**config.mk**
```make
export PLATFORM = sky130hd
export DESIGN_NAME = count_sequencer
export DESIGN_NICKNAME = d
export VERILOG_FILES = /design/src/rtl/count_sequencer.sv
export SDC_FILE = /design/constraint.sdc
export NUM_CORES = 1
export LEC_CHECK = 0
export ABC_AREA = 1
export ABC_CLOCK_PERIOD_IN_PS = 3300
export CELL_PAD_IN_SITES_DETAIL_PLACEMENT = 0
export CELL_PAD_IN_SITES_GLOBAL_PLACEMENT = 1
export CORE_UTILIZATION = 38
export CTS_CLUSTER_DIAMETER = 80
export DETAILED_ROUTE_END_ITERATION = 7
export HOLD_SLACK_MARGIN = 0.08
export PLACE_DENSITY = 0.77
export SYNTH_ARGS = -nofsm -noshare
export SYNTH_HDL_FRONTEND = slang
export SYNTH_SLANG_ARGS = --single-unit
```
**constraint.sdc**
```tcl
create_clock -name clk -period 3.3 [get_ports clk]
set_input_delay 0.33 -clock clk [delete_from_list [all_inputs] [get_ports clk]]
set_output_delay 0.33 -clock clk [all_outputs]
set_load 0.1 [all_outputs]
```
**src/rtl/count_sequencer.sv**
```systemverilog
// count_sequencer
//   Sequences a WIDTH-bit counter through one counting run per accepted start.
//   The terminal value and the direction are latched when a start is accepted.
//   The counter then moves one step per clock until it reaches its end value,
//   or until stop aborts the run.
//
//   Optional build macro: COUNT_SEQUENCER_AUTO_RELOAD_EN
//     When this macro is defined, reaching the terminal value pulses done and
//     reloads the start value. The next cycle starts a new run with the same
//     terminal and direction. Only stop ends the repetition, and a start seen
//     in DONE is ignored.
//
// Parameters
//   WIDTH   counter / terminal width in bits (2..16)
//
// Ports
//   clk      rising-edge clock
//   reset    asynchronous active-high reset
//   start    run request, sampled in IDLE and DONE
//   stop     abort request, sampled in RUN (takes priority over start)
//   dir      0 = count up, 1 = count down, latched at accepted start
//   term     terminal value, latched at accepted start
//   count    registered counter value
//   busy     high while running
//   done     one-cycle pulse on normal completion
//   aborted  one-cycle pulse after a stop-terminated run
module count_sequencer #(
  parameter int WIDTH = 4
) (
  input  logic             clk,
  input  logic             reset,
  input  logic             start,
  input  logic             stop,
  input  logic             dir,
  input  logic [WIDTH-1:0] term,
  output logic [WIDTH-1:0] count,
  output logic             busy,
  output logic             done,
  output logic             aborted
);

  typedef enum logic [1:0] {
    S_IDLE = 2'd0,
    S_RUN  = 2'd1,
    S_DONE = 2'd2
  } state_t;

  state_t           state;
  state_t           state_nxt;
  logic [WIDTH-1:0] term_q;
  logic [WIDTH-1:0] term_nxt;
  logic             dir_q;
  logic             dir_nxt;
  logic [WIDTH-1:0] count_nxt;
  logic             busy_nxt;
  logic             done_nxt;
  logic             aborted_nxt;
  logic             at_term;

  // Only called when the end value has not been reached yet, so the
  // counter never wraps.
  function automatic logic [WIDTH-1:0] step_count(input logic [WIDTH-1:0] c,
                                                  input logic             down);
    if (down)
      return c - 1'b1;
    else
      return c + 1'b1;
  endfunction

  // A run always starts at 0 when counting up, or at T when counting down.
  function automatic logic [WIDTH-1:0] start_value(input logic [WIDTH-1:0] t,
                                                   input logic             down);
    if (down)
      return t;
    else
      return '0;
  endfunction

  // An up run ends at T. A down run ends at 0.
  assign at_term = dir_q ? (count == '0) : (count == term_q);

  always_comb begin
    state_nxt   = state;
    count_nxt   = count;
    term_nxt    = term_q;
    dir_nxt     = dir_q;
    done_nxt    = 1'b0;
    aborted_nxt = 1'b0;

    case (state)
      S_IDLE: begin
        if (start) begin
          term_nxt  = term;
          dir_nxt   = dir;
          count_nxt = start_value(term, dir);
          state_nxt = S_RUN;
        end
      end

      S_RUN: begin
        if (stop) begin
          state_nxt   = S_IDLE;
          aborted_nxt = 1'b1;
        end else if (at_term) begin
          state_nxt = S_DONE;
          done_nxt  = 1'b1;
`ifdef COUNT_SEQUENCER_AUTO_RELOAD_EN
          count_nxt = start_value(term_q, dir_q);
`endif
        end else begin
          count_nxt = step_count(count, dir_q);
        end
      end

      S_DONE: begin
`ifdef COUNT_SEQUENCER_AUTO_RELOAD_EN
        // The count was already reloaded on entry, so simply resume running.
        state_nxt = S_RUN;
`else
        if (start) begin
          term_nxt  = term;
          dir_nxt   = dir;
          count_nxt = start_value(term, dir);
          state_nxt = S_RUN;
        end else begin
          state_nxt = S_IDLE;
        end
`endif
      end

      default: begin
        state_nxt = S_IDLE;
      end
    endcase

    busy_nxt = (state_nxt == S_RUN);
  end

  // State register
  always_ff @(posedge clk or posedge reset) begin
    if (reset)
      state <= S_IDLE;
    else
      state <= state_nxt;
  end

  // Registered outputs and latched run parameters
  always_ff @(posedge clk or posedge reset) begin
    if (reset) begin
      count   <= '0;
      term_q  <= '0;
      dir_q   <= 1'b0;
      busy    <= 1'b0;
      done    <= 1'b0;
      aborted <= 1'b0;
    end else begin
      count   <= count_nxt;
      term_q  <= term_nxt;
      dir_q   <= dir_nxt;
      busy    <= busy_nxt;
      done    <= done_nxt;
      aborted <= aborted_nxt;
    end
  end

endmodule

```
# Word-level counts from Yosys, hierarchy flattened
# Index checks and enable logic that the tools add are counted.
[word_totals] regBits=14 input_bits=9 out_inout_bits=7 elab_cells=39
[classes] addsub=2 eq_ne=7 n_mux=17 reduce_logical=6
[op_table] cell="4-bit two-way mux" n=5
[op_table] cell="4-bit one-hot mux with 2 select lines" n=1
[op_table] cell="1-bit two-way mux" n=7
[op_table] cell="2-bit two-way mux" n=3
[op_table] cell="2-bit one-hot mux with 3 select lines" n=1
[op_table] cell="4-bit by 1-bit adder with 4-bit output (second input constant)" n=1
[op_table] cell="2-bit by 1-bit equality test with 1-bit output (second input constant)" n=2
[op_table] cell="4-bit equality test" n=1
[op_table] cell="4-bit zero test" n=1
[op_table] cell="2-bit inequality test (second input constant)" n=2
[op_table] cell="4-bit AND reduction" n=1
[op_table] cell="4-bit by 1-bit subtractor with 4-bit output (second input constant)" n=1
[op_table] cell="2-bit equality test (second input constant)" n=1
[op_table] cell="2-bit zero test" n=1
[op_table] cell="2-bit by 1-bit inequality test with 1-bit output (second input constant)" n=1
[op_table] cell="2-bit AND reduction" n=1
[op_table] cell="2-bit nonzero test" n=1
[op_table] cell="2-bit OR reduction" n=1

# Longest topological paths before layout
# Gate-level depths: netlist of the first run.
[depth] ltp_word=6 ltp_mapped=10 ltp_nobuf=10

# Least setup slack after synthesis of the first run
# Ideal clock, no wire load.
[synth_timing] kind="reg2reg" startpoint="register count[0]" endpoint="register count[2]" setup_time_ps=123 arrival_ps=1985 t_required_ps=3177 setup_slack_ps=1192 stages_incl_launch_ff=7 n_path_buf=0 period_less_slack_ps=2108 cell_sequence="dfrtp_1 -> inv_1 -> fa_1 -> xor2_1 -> o22ai_1 -> nand3_1 -> nand2_1"
[synth_between] elab_chain_len=5 elab_cells_between_ends=11
[synth_lines] item="start: declaration" line="36" rtl="output logic [WIDTH-1:0] count,"
[synth_lines] item="start signal: assignment" line="157" rtl="count <= count_nxt;"
[synth_lines] item="4-bit by 1-bit adder with 4-bit output or 4-bit by 1-bit subtractor with 4-bit output (tied branches)" line="67, 65"
[synth_lines] item="4-bit two-way mux" line="64" rtl="if (down)"
[synth_lines] item="4-bit two-way mux" line="104" rtl="end else if (at_term) begin"
[synth_lines] item="4-bit two-way mux" line="101" rtl="if (stop) begin"
[synth_lines] item="4-bit one-hot mux with 2 select lines" line="90" rtl="case (state)"
# Several ways; a longest one is shown, not always the timed one. The select of a mux whose other input is x is not followed.
# A chain may end at the register's enable or synchronous reset.

# Worst setup path after layout of the first run
[layout_timing] startpoint="register count[0]" endpoint="output count[0]"
# No word-level cell between the ends.

==> results of run 1 <==
-- worst paths after layout --
path	from	endpoint	slack [ns]	cells after the start
worst max-delay path	count[0]	count[0]	1.04	1
worst min register to register	term_q[2]	term_q[2]	0.51	2
min in group clk	term_q[2]	term_q[2]	0.51	2
max in group asynchronous	reset	dir_q	2.57	2
worst max register to register	dir_q	count[3]	1.77	7
worst min-delay path	reset	count[0]	0.38	2
-- cell usage in the layout (no fill, tap or decap), drive strengths merged --
cell,instances
a21oi,3
clkbuf,4
clkdlybuf4s50,15
dfrtp,14
fa,1
ha,2
inv,18
mux2,1
nand2,31
nand3,10
nor2,8
nor3,1
o21ai,4
o22ai,3
xor2,1
-- layout make-up --
type / instances / area, µm²
Timing Repair Buffer: 15 / 150.1
Fill cell: 204 / 940.9
Sequential cell: 14 / 350.3
Multi-Input combinational cell: 65 / 362.8
Clock buffer: 4 / 36.28
Tap cell: 27 / 33.78
Inverter: 18 / 67.56
-- cells in the mapped netlist, drive strengths merged --
cell type	instances
nand2	31
inv	18
dfrtp	14
nand3	10
nor2	8
o21ai	4
a21oi	3
o22ai	3
ha	2
fa	1
mux2	1
nor3	1
xor2	1
-- metrics by stage --
stage / area (µm²) / worst slack (ns) / cells / util, % / hold slack (ns)
finish: 1001 / 1.037 / 143 / 51.55 / 0.3838
CTS: 1001 / 1.035 / 143 / 51.55 / 0.4046
detailed placement: 964.7 / 1.357 / 139 / 49.68 / 0.5010
floorplan: 780.7 / 1.192 / 97 / - / 0.2192
global placement: 964.7 / 1.352 / 139 / 49.68 / 0.4732
global route: 1001 / 1.007 / 143 / 51.55 / 0.4392
-- flip-flops by register name, indices dropped and copies added, names as in the netlist --
name and flops:
aborted 1, busy 1, count 4, dir_q 1
done 1, state 2, term_q 4
-- per-layer routing --
| layer | global-route usage [%] | vias to the layer above |
|---|---|---|
| li1 | - | 343 |
| met1 | 23.96 | 308 |
| met2 | 24.93 | 17 |
| met3 | 2.308 | 5 |
| met4 | 8.571 | 0 |
| met5 | 0 | - |
-- logic make-up (layout without fill, tap and decap cells) --
family	Yosys count	count (layout)	share of synthesized area, %
AOI/OAI and AO/OA	10	10	8.815
buffers and inverters	18	37	8.653
and+or+nand+nor	50	50	29.33
DFF	14	14	44.87
muxes	1	1	1.442
adders and majority gates	3	3	5.769
xor gates and xnor gates	1	1	1.122
==> flow_metrics.tcl, run 1 <==
set metrics [dict create \
    synthDistinctLibCells 18 \
    period_needed_ns 2.263 \
    hp-class "input port to async pin" \
    port_buffers 15 \
    fin_crit_sh_pct 68.58 \
    cts_buffers 3 \
    drc 0 \
    areaGrowthSynthToFinish_pct 28.21 \
    cts_tree "built" \
    crit_family "buffers and inverters" \
    ys_seq_area_share_pct 44.87 \
    place_congestion 0.7799 \
    grt_pass1_vias 574 \
    grt_usage_pct 16.81 \
    route.met3.wl_um 60 \
    setup.worst_path.end_class "output pin" \
    grt_max_degree 15 \
    layout-drive-gt1-share_pct 10.34 \
    crit_chain "clkdlybuf4s50_1" \
    syn_area_um2 780.7 \
    nets 129 \
    post-cts-setup-buffers 0 \
    ant_nets 0 \
    place_hpwl_mm 1.248 \
    finalSetupTns_ns 0 \
    crit_arrival_ns 1.93 \
    die_area_um2 2240 \
    pin_count 16 \
    worstPathRequired_ns 2.97 \
    highest_layer "met4" \
    diodes 0 \
    fmax_mhz 441.9 \
    cp_slowest_cell "clkdlybuf4s50_1" \
    die_h_um 47.33 \
    start_util_pct 40.21 \
    vias 673 \
    clk_path_buf_depth 2 \
    slew-limit-headroom_pct 35.48 \
    post_cts_resized 0 \
    slew_viol_final 0 \
    syn_nets 109 \
    ys_warn_count 0 \
    ys_seq_elements 14 \
    yosysTopAreaCell "dfrtp_1" \
    dr_wl_met2_um 731 \
    clk_latency_ns 0.28 \
    syn_area_per_cell_um2 8.049 \
    htreeDepth 1 \
    status "completed" \
    antenna_found_initial 0 \
    postCtsHoldBufs 0 \
    slowest_delay_ns 1.18 \
    clkSlewWorstSetupHoldPaths_ns 0.09 \
    rsz0062_at_grt "no" \
    worstPathMaxFanout 7 \
    setup_violations 0 \
    num_rows 16 \
    syn_inst 97 \
    die_w_um 47.33 \
    maxCapViolations 0 \
    drt_iter0_drc 9 \
    finalHoldViolCount 0 \
    start_kind "flop" \
    core_area_um2 1942 \
    synth_top_area_share_pct 44.87 \
    cts-root-buf "clkbuf_4" \
    critPathKind "flop to output pin" \
    tightestPinTransition_ns 0.9648 \
    routed_wl_mm 1.571 \
    yosys-top-cells-area "dfrtp_1 45%, nand2_1 13%, inv_1 8.7%" \
    via_per_inst 4.706 \
    grt_first_pass_wirelength_mm 2.532 \
    cts_sinks 14 \
    dr.pass1.iters 4 \
    wl_met1_um 742 \
    avgRoutedWirePerCell_um 10.99 \
    cp_num_buf_inv 1 \
    fin_skew_ns 0.003192 \
    overflow 0 \
]
Power of run 1 is not shown: default switching activity piles up to over one toggle a cycle in this logic, so the estimate is an artifact.
==> inputs of run 2 (changes only) <==
--- a/config.mk
+++ b/config.mk
@@ -6,14 +6,14 @@
 export NUM_CORES = 1
 export LEC_CHECK = 0
 export ABC_AREA = 1
-export ABC_CLOCK_PERIOD_IN_PS = 3300
+export ABC_CLOCK_PERIOD_IN_PS = 2000
 export CELL_PAD_IN_SITES_DETAIL_PLACEMENT = 0
 export CELL_PAD_IN_SITES_GLOBAL_PLACEMENT = 1
-export CORE_UTILIZATION = 38
+export CORE_UTILIZATION = 32
 export CTS_CLUSTER_DIAMETER = 80
 export DETAILED_ROUTE_END_ITERATION = 7
 export HOLD_SLACK_MARGIN = 0.08
-export PLACE_DENSITY = 0.77
+export PLACE_DENSITY = 0.69
 export SYNTH_ARGS = -nofsm -noshare
 export SYNTH_HDL_FRONTEND = slang
 export SYNTH_SLANG_ARGS = --single-unit
==> constraint.sdc (replaced) <==
create_clock -name clk -period 2 [get_ports clk]
set_input_delay 0.2 -clock clk [delete_from_list [all_inputs] [get_ports clk]]
set_output_delay 0.2 -clock clk [all_outputs]
set_load 0.1 [all_outputs]
==> flow_metrics.tcl, run 2 (same netlist as run 1, synthesis figures left out) <==
set metrics [dict create \
    worstPathRequired_ns 2.23 \
    ant_nets 0 \
    crit_chain "inv_1, fa_1, xor2_1, o22ai_1, nand3_1, nand2_1" \
    slew-limit-headroom_pct 62.86 \
    die_h_um 51.40 \
    post_cts_resized 0 \
    dr.pass1.iters 4 \
    clk_path_buf_depth 2 \
    mostFrequentLayoutCell "nand2_1" \
    crit_family "flip-flops" \
    cts-root-buf "clkbuf_4" \
    slowest_delay_ns 0.47 \
    routed_wl_mm 1.623 \
    crit_cells 6 \
    grt_pass1_vias 601 \
    avgRoutedWirePerCell_um 11.27 \
    setup.worst_path.end_class "flop" \
    cp_slowest_cell "dfrtp_1" \
    layout-drive-gt1-share_pct 17.24 \
    grt_max_degree 15 \
    maxCapViolations 0 \
    port_buffers 15 \
    finalSetupTns_ns 0 \
    place_inst 140 \
    worstPathMaxFanout 7 \
    slew_viol_final 0 \
    core_area_um2 2255 \
    place_congestion 0.7788 \
    mostFrequentLayoutCells "27 x nand2_1, 18 x inv_1, 12 x dfrtp_1" \
    postCtsHoldBufs 0 \
    die_w_um 51.40 \
    post-cts-setup-buffers 0 \
    clkSlewWorstSetupHoldPaths_ns 0.08 \
    finalHoldViolCount 0 \
    period_needed_ns 1.476 \
    cts_tree "built" \
    start_kind "flop" \
    critPathKind "flop to flop" \
    clk_latency_ns 0.28 \
    vias 667 \
    start_util_pct 34.63 \
    nets 129 \
    crit_arrival_ns 1.71 \
    diodes 0 \
    htreeDepth 1 \
    place_hpwl_mm 1.263 \
    status "completed" \
    cts_sinks 14 \
    areaGrowthSynthToFinish_pct 25.16 \
    fmax_mhz 677.5 \
    drc 0 \
    dp_slack_ns 0.5185 \
    stdcell_count 144 \
    fin_skew_ns 0.003027 \
    num_rows 17 \
    grt_usage_pct 14.11 \
    fin_crit_sh_pct 73.80 \
    tightestPinTransition_ns 0.5565 \
    hp-class "input port to async pin" \
    layout_setup_ws_ns 0.5241 \
    cp_num_buf_inv 1 \
    overflow 0 \
    setup_violations 0 \
    die_area_um2 2641 \
    top_regs "count (4), term_q (4), state (2)" \
    cts_buffers 3 \
    grt_first_pass_wirelength_mm 2.656 \
    rsz0062_at_grt "no" \
    via_per_inst 4.632 \
    pin_count 16 \
    r2r_cells 6 \
    antenna_found_initial 0 \
    drt_iter0_drc 13 \
]
==> run 2: changes by cell type in the layout (fill, tap and decap cells not counted) <==
cell,change
dfrtp_2,+2
clkbuf_8,-1
dfrtp_1,-2
clkbuf_1,+1
clkdlybuf4s50_1,-7
buf_4,+7
==> run 2: area by class of cell <==
type	count	area (µm²)
repair buffers	15	132.6
fillers	255	1277
multi-input cells	65	362.8
inverters	18	67.56
flip-flops and latches	14	352.8
clock buffers	4	26.28
well taps	28	35.03
==> run 2: path summary, 6_finish.rpt <==
check / endpoint / slack, ns / startpoint
max in group asynchronous: count[1] / 1.35 / reset
worst min register to register: term_q[2] / 0.50 / term_q[2]
min in group clk: term_q[0] / 0.49 / term[0]
worst min-delay path: done / 0.25 / reset
worst max register to register: count[2] / 0.52 / dir_q
worst max-delay path: count[2] / 0.52 / dir_q
==> run 2: layer usage <==
metal  GRT usage [%]  routed length, µm  vias to the layer above
li1                -                  -                      340
met1           18.33                799                      308
met2           21.43                713                       14
met3           2.083                 69                        5
met4           9.459                 41                        0
met5               0                  0                        -
==> run 2: per-stage QoR <==
step	area [µm²]	util, %	hold slack, ns
finish	977.2	43.34	0.2549
detailed placement	950.9	42.18	0.4853
floorplan	783.3	-	0.08908
global placement	950.9	42.18	0.4714
CTS	977.2	43.34	0.2738
global route	977.2	43.34	0.3055
Power of run 2 is left out for the same reason.
